[config.mk]
export PLATFORM = sky130hd
export DESIGN_NAME = ps2_keyboard_rx
export DESIGN_NICKNAME = d
export VERILOG_FILES = /design/src/rtl/ps2_keyboard_rx_pkg.sv /design/src/rtl/ps2_scancode_to_hack.sv /design/src/rtl/ps2_keyboard_rx.sv
export SDC_FILE = /design/constraint.sdc
export NUM_CORES = 1
export LEC_CHECK = 0
export ABC_AREA = 1
export CORE_MARGIN = 1.5
export CORE_UTILIZATION = 43
export CTS_BUF_LIST = sky130_fd_sc_hd__clkbuf_4 sky130_fd_sc_hd__clkbuf_8
export CTS_CLUSTER_SIZE = 14
export DETAILED_ROUTE_END_ITERATION = 8
export PLACE_DENSITY_LB_ADDON = 0.12
export SLEW_MARGIN = 20
export SYNTH_ARGS = -nofsm -noshare
export SYNTH_HDL_FRONTEND = slang
export SYNTH_SLANG_ARGS = --single-unit
[constraint.sdc]
create_clock -name clk -period 2.93 [get_ports clk]
set_input_delay 0.7325 -clock clk [delete_from_list [all_inputs] [get_ports clk]]
set_output_delay 0.7325 -clock clk [all_outputs]
set_load 0.005 [all_outputs]
[src/rtl/ps2_keyboard_rx_pkg.sv]
// Shared constants for the PS/2 keyboard receiver: frame states, scan-code
// prefix bytes and the Hack special keycodes (128..152).
package ps2_keyboard_rx_pkg;

    typedef enum logic [1:0] {
        ST_IDLE   = 2'd0,
        ST_DATA   = 2'd1,
        ST_PARITY = 2'd2,
        ST_STOP   = 2'd3
    } frame_state_t;

    localparam logic [7:0] PREFIX_EXT = 8'hE0;
    localparam logic [7:0] PREFIX_BRK = 8'hF0;

    localparam logic [7:0] HACK_NEWLINE   = 8'd128;
    localparam logic [7:0] HACK_BACKSPACE = 8'd129;
    localparam logic [7:0] HACK_LEFT      = 8'd130;
    localparam logic [7:0] HACK_UP        = 8'd131;
    localparam logic [7:0] HACK_RIGHT     = 8'd132;
    localparam logic [7:0] HACK_DOWN      = 8'd133;
    localparam logic [7:0] HACK_HOME      = 8'd134;
    localparam logic [7:0] HACK_END       = 8'd135;
    localparam logic [7:0] HACK_PGUP      = 8'd136;
    localparam logic [7:0] HACK_PGDN      = 8'd137;
    localparam logic [7:0] HACK_INSERT    = 8'd138;
    localparam logic [7:0] HACK_DELETE    = 8'd139;
    localparam logic [7:0] HACK_ESC       = 8'd140;
    localparam logic [7:0] HACK_F1        = 8'd141;
    localparam logic [7:0] HACK_F2        = 8'd142;
    localparam logic [7:0] HACK_F3        = 8'd143;
    localparam logic [7:0] HACK_F4        = 8'd144;
    localparam logic [7:0] HACK_F5        = 8'd145;
    localparam logic [7:0] HACK_F6        = 8'd146;
    localparam logic [7:0] HACK_F7        = 8'd147;
    localparam logic [7:0] HACK_F8        = 8'd148;
    localparam logic [7:0] HACK_F9        = 8'd149;
    localparam logic [7:0] HACK_F10       = 8'd150;
    localparam logic [7:0] HACK_F11       = 8'd151;
    localparam logic [7:0] HACK_F12       = 8'd152;

endpackage

[src/rtl/ps2_scancode_to_hack.sv]
// Combinational translation of a set-2 scan code (plus E0 extension flag)
// into a Hack keycode; anything without a Hack equivalent yields 0.
module ps2_scancode_to_hack
    import ps2_keyboard_rx_pkg::*;
(
    input  logic       ext,
    input  logic [7:0] scan_byte,
    output logic [7:0] code
);

    always_comb begin
        code = 8'd0;
        if (ext) begin
            case (scan_byte)
                8'h6B:   code = HACK_LEFT;
                8'h75:   code = HACK_UP;
                8'h74:   code = HACK_RIGHT;
                8'h72:   code = HACK_DOWN;
                8'h6C:   code = HACK_HOME;
                8'h69:   code = HACK_END;
                8'h7D:   code = HACK_PGUP;
                8'h7A:   code = HACK_PGDN;
                8'h70:   code = HACK_INSERT;
                8'h71:   code = HACK_DELETE;
                default: code = 8'd0;
            endcase
        end else begin
            case (scan_byte)
                8'h1C: code = 8'd65;  8'h32: code = 8'd66;  8'h21: code = 8'd67;
                8'h23: code = 8'd68;  8'h24: code = 8'd69;  8'h2B: code = 8'd70;
                8'h34: code = 8'd71;  8'h33: code = 8'd72;  8'h43: code = 8'd73;
                8'h3B: code = 8'd74;  8'h42: code = 8'd75;  8'h4B: code = 8'd76;
                8'h3A: code = 8'd77;  8'h31: code = 8'd78;  8'h44: code = 8'd79;
                8'h4D: code = 8'd80;  8'h15: code = 8'd81;  8'h2D: code = 8'd82;
                8'h1B: code = 8'd83;  8'h2C: code = 8'd84;  8'h3C: code = 8'd85;
                8'h2A: code = 8'd86;  8'h1D: code = 8'd87;  8'h22: code = 8'd88;
                8'h35: code = 8'd89;  8'h1A: code = 8'd90;
                8'h45: code = 8'd48;  8'h16: code = 8'd49;  8'h1E: code = 8'd50;
                8'h26: code = 8'd51;  8'h25: code = 8'd52;  8'h2E: code = 8'd53;
                8'h36: code = 8'd54;  8'h3D: code = 8'd55;  8'h3E: code = 8'd56;
                8'h46: code = 8'd57;
                8'h29: code = 8'd32;
                8'h5A: code = HACK_NEWLINE;
                8'h66: code = HACK_BACKSPACE;
                8'h76: code = HACK_ESC;
                8'h05: code = HACK_F1;   8'h06: code = HACK_F2;   8'h04: code = HACK_F3;
                8'h0C: code = HACK_F4;   8'h03: code = HACK_F5;   8'h0B: code = HACK_F6;
                8'h83: code = HACK_F7;   8'h0A: code = HACK_F8;   8'h01: code = HACK_F9;
                8'h09: code = HACK_F10;  8'h78: code = HACK_F11;  8'h07: code = HACK_F12;
                default: code = 8'd0;
            endcase
        end
    end

endmodule

[src/rtl/ps2_keyboard_rx.sv]
// PS/2 keyboard receiver: synchronizes and deglitches the PS/2 lines, frames
// bytes with parity/stop/timeout checking and tracks the currently held key.
module ps2_keyboard_rx
    import ps2_keyboard_rx_pkg::*;
#(
    parameter int FILTER_LEN     = 8,
    parameter int TIMEOUT_CYCLES = 25125
) (
    input  logic       clk,
    input  logic       reset,
    input  logic       ps2_clk,
    input  logic       ps2_data,
    output logic [7:0] keycode,
    output logic       scancode_strobe,
    output logic       frame_error
);

    localparam int FW = $clog2(FILTER_LEN) + 1;
    localparam int TW = $clog2(TIMEOUT_CYCLES) + 1;

    logic [1:0]    clk_sync;
    logic [1:0]    data_sync;
    logic          clk_filt;
    logic [FW-1:0] filt_cnt;
    logic          ps2_edge;
    logic          ps2_bit;

    frame_state_t  state;
    frame_state_t  state_next;
    logic [2:0]    bit_cnt;
    logic [7:0]    shift_reg;
    logic          parity_bit;
    logic [TW-1:0] idle_timer;
    logic          timeout;
    logic          parity_ok;
    logic          byte_good;
    logic          frame_bad;

    logic          ext;
    logic          brk;
    logic [7:0]    mapped;

    always_ff @(posedge clk) begin
        if (reset) begin
            clk_sync  <= 2'b11;
            data_sync <= 2'b11;
        end else begin
            clk_sync  <= {clk_sync[0], ps2_clk};
            data_sync <= {data_sync[0], ps2_data};
        end
    end

    // The filtered level flips only after FILTER_LEN consecutive samples of the new level.
    always_ff @(posedge clk) begin
        if (reset) begin
            clk_filt <= 1'b1;
            filt_cnt <= '0;
        end else if (clk_sync[1] == clk_filt) begin
            filt_cnt <= '0;
        end else if (filt_cnt == FW'(FILTER_LEN - 1)) begin
            clk_filt <= ~clk_filt;
            filt_cnt <= '0;
        end else begin
            filt_cnt <= filt_cnt + FW'(1);
        end
    end

    assign ps2_edge  = clk_filt & ~clk_sync[1] & (filt_cnt == FW'(FILTER_LEN - 1));
    assign ps2_bit   = data_sync[1];
    assign parity_ok = ^{shift_reg, parity_bit};
    assign timeout   = (state != ST_IDLE) && !ps2_edge && (idle_timer == TW'(TIMEOUT_CYCLES - 1));

    always_ff @(posedge clk) begin
        if (reset) state <= ST_IDLE;
        else       state <= state_next;
    end

    always_comb begin
        state_next = state;
        if (timeout) begin
            state_next = ST_IDLE;
        end else if (ps2_edge) begin
            case (state)
                ST_IDLE:   if (!ps2_bit) state_next = ST_DATA;
                ST_DATA:   if (bit_cnt == 3'd7) state_next = ST_PARITY;
                ST_PARITY: state_next = ST_STOP;
                ST_STOP:   state_next = ST_IDLE;
                default:   state_next = ST_IDLE;
            endcase
        end
    end

    always_comb begin
        byte_good = 1'b0;
        frame_bad = timeout;
        if (ps2_edge) begin
            case (state)
                ST_IDLE: frame_bad = ps2_bit;
                ST_STOP: begin
                    byte_good = ps2_bit && parity_ok;
                    frame_bad = !(ps2_bit && parity_ok);
                end
                default: ;
            endcase
        end
    end

    always_ff @(posedge clk) begin
        if (reset) begin
            bit_cnt         <= '0;
            shift_reg       <= '0;
            parity_bit      <= 1'b0;
            idle_timer      <= '0;
            scancode_strobe <= 1'b0;
            frame_error     <= 1'b0;
        end else begin
            scancode_strobe <= byte_good;
            frame_error     <= frame_bad;
            if (state == ST_IDLE || ps2_edge) idle_timer <= '0;
            else                              idle_timer <= idle_timer + TW'(1);
            if (state != ST_DATA || timeout) bit_cnt <= '0;
            else if (ps2_edge)               bit_cnt <= bit_cnt + 3'd1;
            if (ps2_edge && state == ST_DATA)   shift_reg  <= {ps2_bit, shift_reg[7:1]};
            if (ps2_edge && state == ST_PARITY) parity_bit <= ps2_bit;
        end
    end

    ps2_scancode_to_hack u_map (
        .ext       (ext),
        .scan_byte (shift_reg),
        .code      (mapped)
    );

    // shift_reg only moves in DATA, so it still holds the byte while the strobe is high.
    always_ff @(posedge clk) begin
        if (reset) begin
            ext     <= 1'b0;
            brk     <= 1'b0;
            keycode <= 8'd0;
        end else if (scancode_strobe) begin
            if (shift_reg == PREFIX_EXT) begin
                ext <= 1'b1;
            end else if (shift_reg == PREFIX_BRK) begin
                brk <= 1'b1;
            end else begin
                if (brk) begin
                    if (mapped == keycode) keycode <= 8'd0;
                end else if (mapped != 8'd0) begin
                    keycode <= mapped;
                end
                ext <= 1'b0;
                brk <= 1'b0;
            end
        end
    end

endmodule

* Word-level counts from Yosys, hierarchy flattened
Memories as Yosys holds them, arrays and structs flattened. A register that Yosys moved wholly into a read port is not among the register bits. Index checks and enable logic that the tools add are counted. Widths: inputs -> output; s select.
Operators by class: add/subtract/negate cells 3, $mul 0, div/mod/pow operators 0, order comparisons 0, eq/ne operators 25, shifts and indexed selects 0, multiplexer cells 15, bitwise gates (word level) 9, reductions and logical operators 24
Operators by type and width (count):
- $eq 8x7->1 const B | 10
- $pmux 8 s10 | 1
- $mux 8 | 6
- $add 16x1->16 const B | 1
- $eq 16x15->1 const B | 1
- $eq 8x8->1 const B | 2
- $reduce_xor 9->1 | 1
- $eq 8x8->1 | 1
- $pmux 2 s4 | 1
- $reduce_bool 8->1 | 1
- $not 1->1 | 7
- $ne 2x2->1 const B | 3
- $reduce_and 2->1 | 3
- $reduce_or 2->1 | 3
- $reduce_or 3->1 | 2
- $logic_and 1x1->1 | 5
- $reduce_and 5->1 | 1
- $add 4x1->4 const B | 1
- $eq 2x2->1 const B | 2
- $eq 4x3->1 const B | 1
- $mux 1 | 4
- $mux 2 | 2
- $ne 2x1->1 const B | 2
- $reduce_bool 2->1 | 2
- 10 further kinds | 13
Storage, ports and cells: flip-flop bits (word level) 51, bits in latches 0, bits in writable memories 0, ROM bits 2048, output and inout bits 10, memories 1
Memories:
- (no name shown) | depth 256, bits a word 8, read ports 1, clocked after Yosys merged registers in 1, write ports 0, RTL line ps2_scancode_to_hack.sv:28 | case (scan_byte)

* Depth between registers and ports, before layout
Gate-level depths: netlist of the first run.
word-level depth 8, mapped depth 20, depth with buffers taken out 20

* Hierarchy
From an unflattened synthesis of the first run, not the netlist that was laid out.
Unflattened totals: cell total of the unflattened synthesis 581, area total of the unflattened synthesis 3759.9 um^2
Modules (own cells, without submodules):
- ps2_keyboard_rx | instances 1, cells an instance 333, area each 2462.4 um^2, seq. area each 1021.0 um^2
- ps2_scancode_to_hack | instances 1, cells an instance 248, area each 1297.5 um^2, seq. area each 0.0 um^2

* Worst setup path before layout of the first run
Ideal clock, no wire load.
kind register -> register, from register filt_cnt[0], to register with a tool-made name, library setup time 0.117 ns, data arrival time 2.212 ns, setup slack 0.601 ns, stages on the path, launching flop included 20, path buffers 0, path through dfxtp_1 > ha_1 > nand2_1 > nor2_2 > nand2_4 > nor2_8 > nor2_1 > nor3_4 > inv_1 > ha_1 > nand3_1 > nand2_1 > nand2_1 > nand3_1 > nand2_1 > nor2_1 > nor2_1 > nand2_1 > nand2_1 > nand2_1
RTL lines:
- start, declared | RTL line ps2_keyboard_rx.sv:24 | logic [FW-1:0] filt_cnt;
- start signal, assigned | RTL line ps2_keyboard_rx.sv:64 | filt_cnt <= filt_cnt + FW'(1);

==> results by group, run 1 <==
Run status
  • Run status: completed

Power
  • Worst vdd ir: ~0.00027 V
  • Psw: 0.361 mW
  • Switching share of power: 21.7%
  • Overall Power: 1.66 mW
  • Combinational power share: 1.3%
  • Flop pwr share: 48.4%
  • P_int: 1.30 mW
  • Power share of the clock group: 50.3%
  • Cell Pwr Density: 384 mW/mm²
  • Leakage power figure: 1.98 nW

Synth
  • Syn Inst Count: roughly 600
  • Register area share after synthesis: a little over 30%
  • Most frequent cell after synthesis: nand2_1
  • Synth Warn #: 0
  • FF+latch count, synth: approximately 60
  • Largest area contributor in the netlist: dfxtp_1
  • Mean Syn Cell Area: 6.41 µm²
  • Commonest cells post-synth: 165 x nand2_1, 74 x nor2_1, 65 x inv_1
  • Synth Flop Type: dfxtp_1
  • Top-area cell type share of the netlist area: 30.9%
  • Ys async rst share: 0%
  • Area contributors post-synth: dfxtp_1 31%, nand2_1 16%, nor2_1 7.3%
  • Net count after synthesis: 618
  • Synthesized cell area: about 0.0038 mm²
  • Post-synth EDFFs: 0
  • Synth cell types: 40

Layout
  • Filler instances: 900
  • Cell area after layout: 0.00433 mm²
  • Area grow syn2layout: 13.2%
  • Footprint of the multi-input gates: approximately 0.0023 mm²
  • Final net count: ~640
  • Register area: 0.00118 mm²
  • Layout cells sized above 1: 11.7%
  • Final std cells w/o fill: between 700 and 800
  • Post-Route Utilization: 49.9%
  • N_diodes: 0

Place
  • Port Buffer Count: 13
  • Gpl congestion: around 1
  • Placed Instances: 714
  • Dpl ws: approximately 170 ps
  • Hpwl dp: 6.94 mm
  • Cell Area, Placed: just over 0.004 mm²

Detailed routing
  • Initial DRC Count: 194
  • Drt pass-1 iters: 5
  • # DRC: 0
  • Vias per cell: 5.19
  • Vias: ~3800
  • WL per Instance: roughly 12 µm
  • Antenna-violating nets left: 0
  • Detailed Route WL: 9.05 mm

Floorplanning
  • Die Y: 97.3 µm
  • Die area: 0.00947 mm²
  • # rows: 34
  • Ports: 14
  • Die width: approximately 100 µm
  • Core Area: a little under 0.009 mm²
  • Starting density of the core: 44.1%

Timing
  • Minimum clock period: 2660 ps
  • Final Cycle Share: between 90% and 100%
  • Smallest setup slack after layout: roughly 270 ps
  • Final Skew: ~11 ps
  • Final Setup Violations: 0
  • TNS Setup: 0 ps
  • Unrepaired setup endpoints after global routing: false
  • Final Hold Vio Count: 0
  • Hold slack final: 415 ps
  • Max Freq: 376 MHz
  • Normalized max-slew margin: between 60% and 70%
  • Max-slew violations: 0
  • Slew @ Worst Pin: 556 ps

Worst setup path
  • Signal arrival time at the worst endpoint: 2940 ps
  • FF-to-FF path depth: 17
  • CP cell instances: ha_1 > nand3_1 > nor2_4 > nand2_2 > nor2_2 > nor3_4 > buf_4 > ha_1 > inv_1 > nand2_1 > nor2_2 > nor2_1 > o211ai_1 > nand2_1 > nand2_1 > nand2_1 > nand2_1
  • Worst Setup End Kind: flop
  • Stages on the worst setup path: 17
  • Slowest cell on the critical path: dfxtp_1
  • Worst Setup SP: filt_cnt[0]
  • Max incr delay on CP: 350 ps
  • Most Frequent Cell on Critical Path: nand2_1
  • CP Buf/Inv Count: 2
  • WS Path Type: reg2reg
  • Crit-path leading delay family: simple AND/OR/NAND/NOR gates
  • FF-to-FF setup slack: 270 ps
  • Worst Path Required: 3210 ps
  • Crit start category: flop
  • Max FO, Critical Path: 8
  • Critical R2R Launch: filt_cnt[0]

Global route
  • GRT Total Usage: 20.3%
  • Remaining global-route overflow: 0
  • Largest net degree at the start of global routing: 20
  • Initial antenna violation count: 0
  • Vias in the first global route: 3724
  • First-pass GRT wire length: between 15 and 20 mm

Clocking
  • CTS tree: built
  • Cts bufs inserted: 9
  • Clock-pin slew on the worst setup and hold paths: ~80 ps
  • TritonCTS Sinks: 59
  • CTS root buf: clkbuf_8
  • Bufs on Longest Clock Path: 2
  • Max H-tree Level: 3
  • Clock latency on the worst-skew pair: roughly 340 ps

Min path
  • Worst hold path depth: 1
  • Hold_sp: data_sync[0]
  • Worst hold path type: reg2reg
  • Worst Hold End: data_sync[1]

Job
  • Maxcap violations: 0
power groups by stage:
stage	Combinational [mW]	Sequential, mW	Clock [mW]
3_3_place_gp	0.0219	0.824	0
6_report	0.0224	0.806	0.836
4_1_cts	0.0225	0.805	0.861
3_5_place_dp	0.0225	0.824	0
5_1_grt	0.0247	0.806	0.890
2_1_floorplan	0.0126	0.824	0
worst max-delay path by stage:
stage,slack (ps),to
after floorplan,600,flop
after global placement,160,flop
after detailed placement,170,flop
after CTS,160,flop
after global routing,10,flop
final,270,flop
cells in the final DEF (no fill, tap or decap), types with 2 or more instances in the layout:
master | synthesis | routed
o21ai_1 | 7 | 7
o21bai_1 | 2 | 2
ha_1 | 17 | 17
nand4_1 | 12 | 12
nand2_1 | 165 | 164
clkdlybuf4s50_1 | 0 | 13
nor3_2 | 2 | 2
or2_2 | 8 | 8
clkbuf_8 | 0 | 9
nor2_1 | 74 | 72
inv_4 | 2 | 2
nor2_2 | 8 | 10
o21ai_0 | 14 | 14
nor3b_1 | 4 | 4
buf_4 | 1 | 8
nand3_1 | 51 | 51
xnor2_1 | 6 | 6
xor2_1 | 7 | 7
nand2_2 | 4 | 5
nor2_4 | 4 | 4
a21oi_1 | 39 | 39
clkinv_4 | 0 | 2
a31oi_1 | 2 | 2
inv_2 | 11 | 12
nand3b_1 | 2 | 2
nor3_1 | 8 | 8
o211ai_1 | 3 | 3
bufinv_16 | 0 | 2
nand2_4 | 2 | 2
inv_1 | 65 | 64
dfxtp_1 | 59 | 59
kinds of logic after synthesis:
| kind of cell | Yosys count | synth area share, % |
|---|---|---|
| xor gates and xnor gates | 13 | 2.98 |
| DFF | 59 | 30.9 |
| AOI/OAI and AO/OA | 70 | 9.81 |
| adders and majority gates | 17 | 5.56 |
| and+or+nand+nor | 350 | 41.6 |
| buffers and inverters | 88 | 9.19 |
metal layers:
metal	wire length (µm)	global-route usage, %	share of wire [%]
met1	4320	25.0	48
met2	4210	34.0	46
met5	0	0	0
met4	92	8.13	1.0
met3	431	5.18	4.8
final cells by class:
cell class / count / share of cell area (%)
timing repair buffer: 21 / 4.39
clock inverter: 6 / 2.08
tap: 108 / 3.12
clock buffer: 10 / 3.03
multi-input combinational: 450 / 53.1
inverter: 79 / 6.97
sequential: 59 / 27.3
worst register-to-register path: stages, from the launching register on:
cell      delay [ps]
dfxtp_1          350
ha_1             200
nand3_1          150
nor2_4           200
nand2_2          160
nor2_2           200
nor3_4            70
buf_4            160
ha_1             320
inv_1            100
nand2_1          130
nor2_2           170
nor2_1            70
o211ai_1          80
nand2_1           90
nand2_1           70
nand2_1           40
nand2_1           50
repair_timing:
item,4_1_cts,5_1_grt
endpoints found under the setup margin,0,4
hold buffers,0,0
buffers inserted,0,3
gates resized for setup,0,4
Note: power is estimated with default switching activity, not from simulation.
==> run 2: changes to the inputs <==
--- a/config.mk
+++ b/config.mk
@@ -6,11 +6,12 @@
 export NUM_CORES = 1
 export LEC_CHECK = 0
 export ABC_AREA = 1
-export CORE_MARGIN = 1.5
+export CAP_MARGIN = 40
 export CORE_UTILIZATION = 43
 export CTS_BUF_LIST = sky130_fd_sc_hd__clkbuf_4 sky130_fd_sc_hd__clkbuf_8
 export CTS_CLUSTER_SIZE = 14
 export DETAILED_ROUTE_END_ITERATION = 8
+export MAX_ROUTING_LAYER = met4
 export PLACE_DENSITY_LB_ADDON = 0.12
 export SLEW_MARGIN = 20
 export SYNTH_ARGS = -nofsm -noshare
==> run 2 against run 1 <==
  * Combinational power shrank 2%
  * Count of clock-buffer cells in the layout increased by 2
  * Total power down 4.7%
  * First-iteration DRC count down 13%
  * Die area fell by 2.0%
  * Setup slack improved by 21 ps
  * Largest power group is now registers
  * Highest routed layer unchanged
  * Utilization decreased by 0.30 points
==> results by group, run 2 (synthesis gave the netlist of run 1 again) <==
Min path
  • Worst hold path type: reg2reg

Floorplanning
  • Die Y: 96.3 µm
  • Starting density of the core: between 40 and 50%
  • Ports: 14
  • # rows: 34
  • Die width: about 96 µm
  • Core Area: 0.00868 mm²
  • Die area: slightly above 0.009 mm²

Layout
  • Final std cells w/o fill: roughly 730
  • Layout cells sized above 1: around 11%
  • Final net count: 640
  • Area grow syn2layout: 12.5%
  • N_diodes: 0
  • Most frequent cells in the layout: 165 x nand2_1, 73 x nor2_1, 65 x inv_1, 59 x dfxtp_1, 50 x nand3_1
  • Most common cell after layout, fill and taps aside: nand2_1

Global route
  • First-pass GRT wire length: 15.0 mm
  • Remaining global-route overflow: 0
  • Largest net degree at the start of global routing: 20
  • Initial antenna violation count: 0
  • Vias in the first global route: 3406
  • GRT Total Usage: 21.2%

Worst setup path
  • Worst Path Required: 3190 ps
  • WS Path Type: reg2reg
  • Most Frequent Cell on Critical Path: nand2_1
  • Signal arrival time at the worst endpoint: 2900 ps
  • Max incr delay on CP: between 300 and 400 ps
  • Slowest cell on the critical path: dfxtp_1
  • Worst Setup End Kind: flop
  • Max FO, Critical Path: 8
  • CP cell instances: ha_1 > nand3_1 > nor2_4 > nand2_2 > nor2_1 > nor3_4 > buf_4 > ha_1 > inv_1 > nand2_1 > nor2_2 > nor2_1 > o211ai_1 > nand2_1 > nand2_1 > nand2_1 > nand2_1
  • Crit start category: flop

Timing
  • Max Freq: roughly 380 MHz
  • Normalized max-slew margin: between 60% and 70%
  • TNS Setup: 0 ps
  • Final Cycle Share: 90.1%
  • Max-slew violations: 0
  • Slew @ Worst Pin: 508 ps
  • Minimum clock period: 2640 ps
  • Unrepaired setup endpoints after global routing: false
  • Final Skew: 12.4 ps
  • Smallest setup slack after layout: 289 ps
  • Final Setup Violations: 0
  • Final Hold Vio Count: 0

Place
  • Dpl ws: 142 ps
  • Placed Instances: 716
  • Hpwl dp: ~6.7 mm
  • Port Buffer Count: 13
  • Gpl congestion: 1.02

Detailed routing
  • Drt pass-1 iters: 5
  • Vias per cell: 5.01
  • Vias: 3666
  • Detailed Route WL: between 8 and 9 mm
  • WL per Instance: 11.9 µm
  • # DRC: 0
  • Initial DRC Count: between 150 and 200
  • Antenna-violating nets left: 0

Clocking
  • Clock-pin slew on the worst setup and hold paths: 70 ps
  • TritonCTS Sinks: 59
  • CTS tree: built
  • Clock latency on the worst-skew pair: 330 ps
  • Bufs on Longest Clock Path: 2
  • CTS root buf: clkbuf_8
  • Max H-tree Level: 3
  • Number of hold buffers added after CTS: 0
  • Cts bufs inserted: 9

Power
  • Worst vdd ir: 0.000158 V
  • Leakage power figure: ~2 nW
  • Cell Pwr Density: 369 mW/mm²
  • Overall Power: 1.59 mW

Run status
  • Run status: completed

Job
  • Maxcap violations: 0
## run 2: area by class of cell
| cell class | count | area, µm² |
|---|---|---|
| fill | 882 | 4380 |
| multi-input combinational | 450 | 2300 |
| sequential | 59 | 1180 |
| inverter | 79 | 302 |
| timing repair buffer | 20 | 183 |
| clock buffer | 12 | 153 |
| tap | 108 | 135 |
| clock inverter | 4 | 50.0 |
## run 2: power by group
group          leakage, nW  switching, mW  internal (mW)
logic                 1.39         0.0131        0.00874
registers            0.476        0.00137          0.805
clock network       0.0994          0.324          0.434
total                 1.97          0.339           1.25
## run 2: repair_timing
action / 4_1_cts / 5_1_grt
setup endpoints to repair: 0 / 2
gates resized for setup: 0 / 2
setup buffers: 0 / 0
## run 2: final timing paths
path / cells after the start / slack, ps / start / to
worst max-delay path: 17 / 290 / filt_cnt[0] / flop
worst min-delay path: 1 / 420 / data_sync[0] / data_sync[1]
worst max register to register: 17 / 290 / filt_cnt[0] / flop
worst min register to register: 1 / 420 / data_sync[0] / data_sync[1]
## run 2: stage by stage
step / utilization [%] / instance area [µm²] / hold WS [ps]
finish: 49.6 / 4300 / 419
global route: 49.6 / 4300 / 444
CTS: 49.5 / 4300 / 427
detailed placement: 47.2 / 4090 / 409
global placement: 47.2 / 4090 / 394
floorplan: - / 3820 / 389
## run 2: critical path, delay by kind of cell, from the launching register on
kind / cells / cell delay (ps)
flops: 1 / 360
simple gates: 12 / 1370
buf+inv: 2 / 260
compound gates: 1 / 70
fa+ha+maj: 2 / 490
## run 2: per-layer routing
| metal | wire length, µm | vias up | share of wire, % | GRT usage, % |
|---|---|---|---|---|
| met5 | 0 | - | 0 | - |
| met4 | 140 | 0 | 1.6 | 7.60 |
| met3 | 401 | 11 | 4.6 | 3.79 |
| met2 | 3860 | 86 | 44 | 33.9 |
| met1 | 4310 | 1622 | 49 | 26.9 |
| li1 | - | 1947 | - | - |
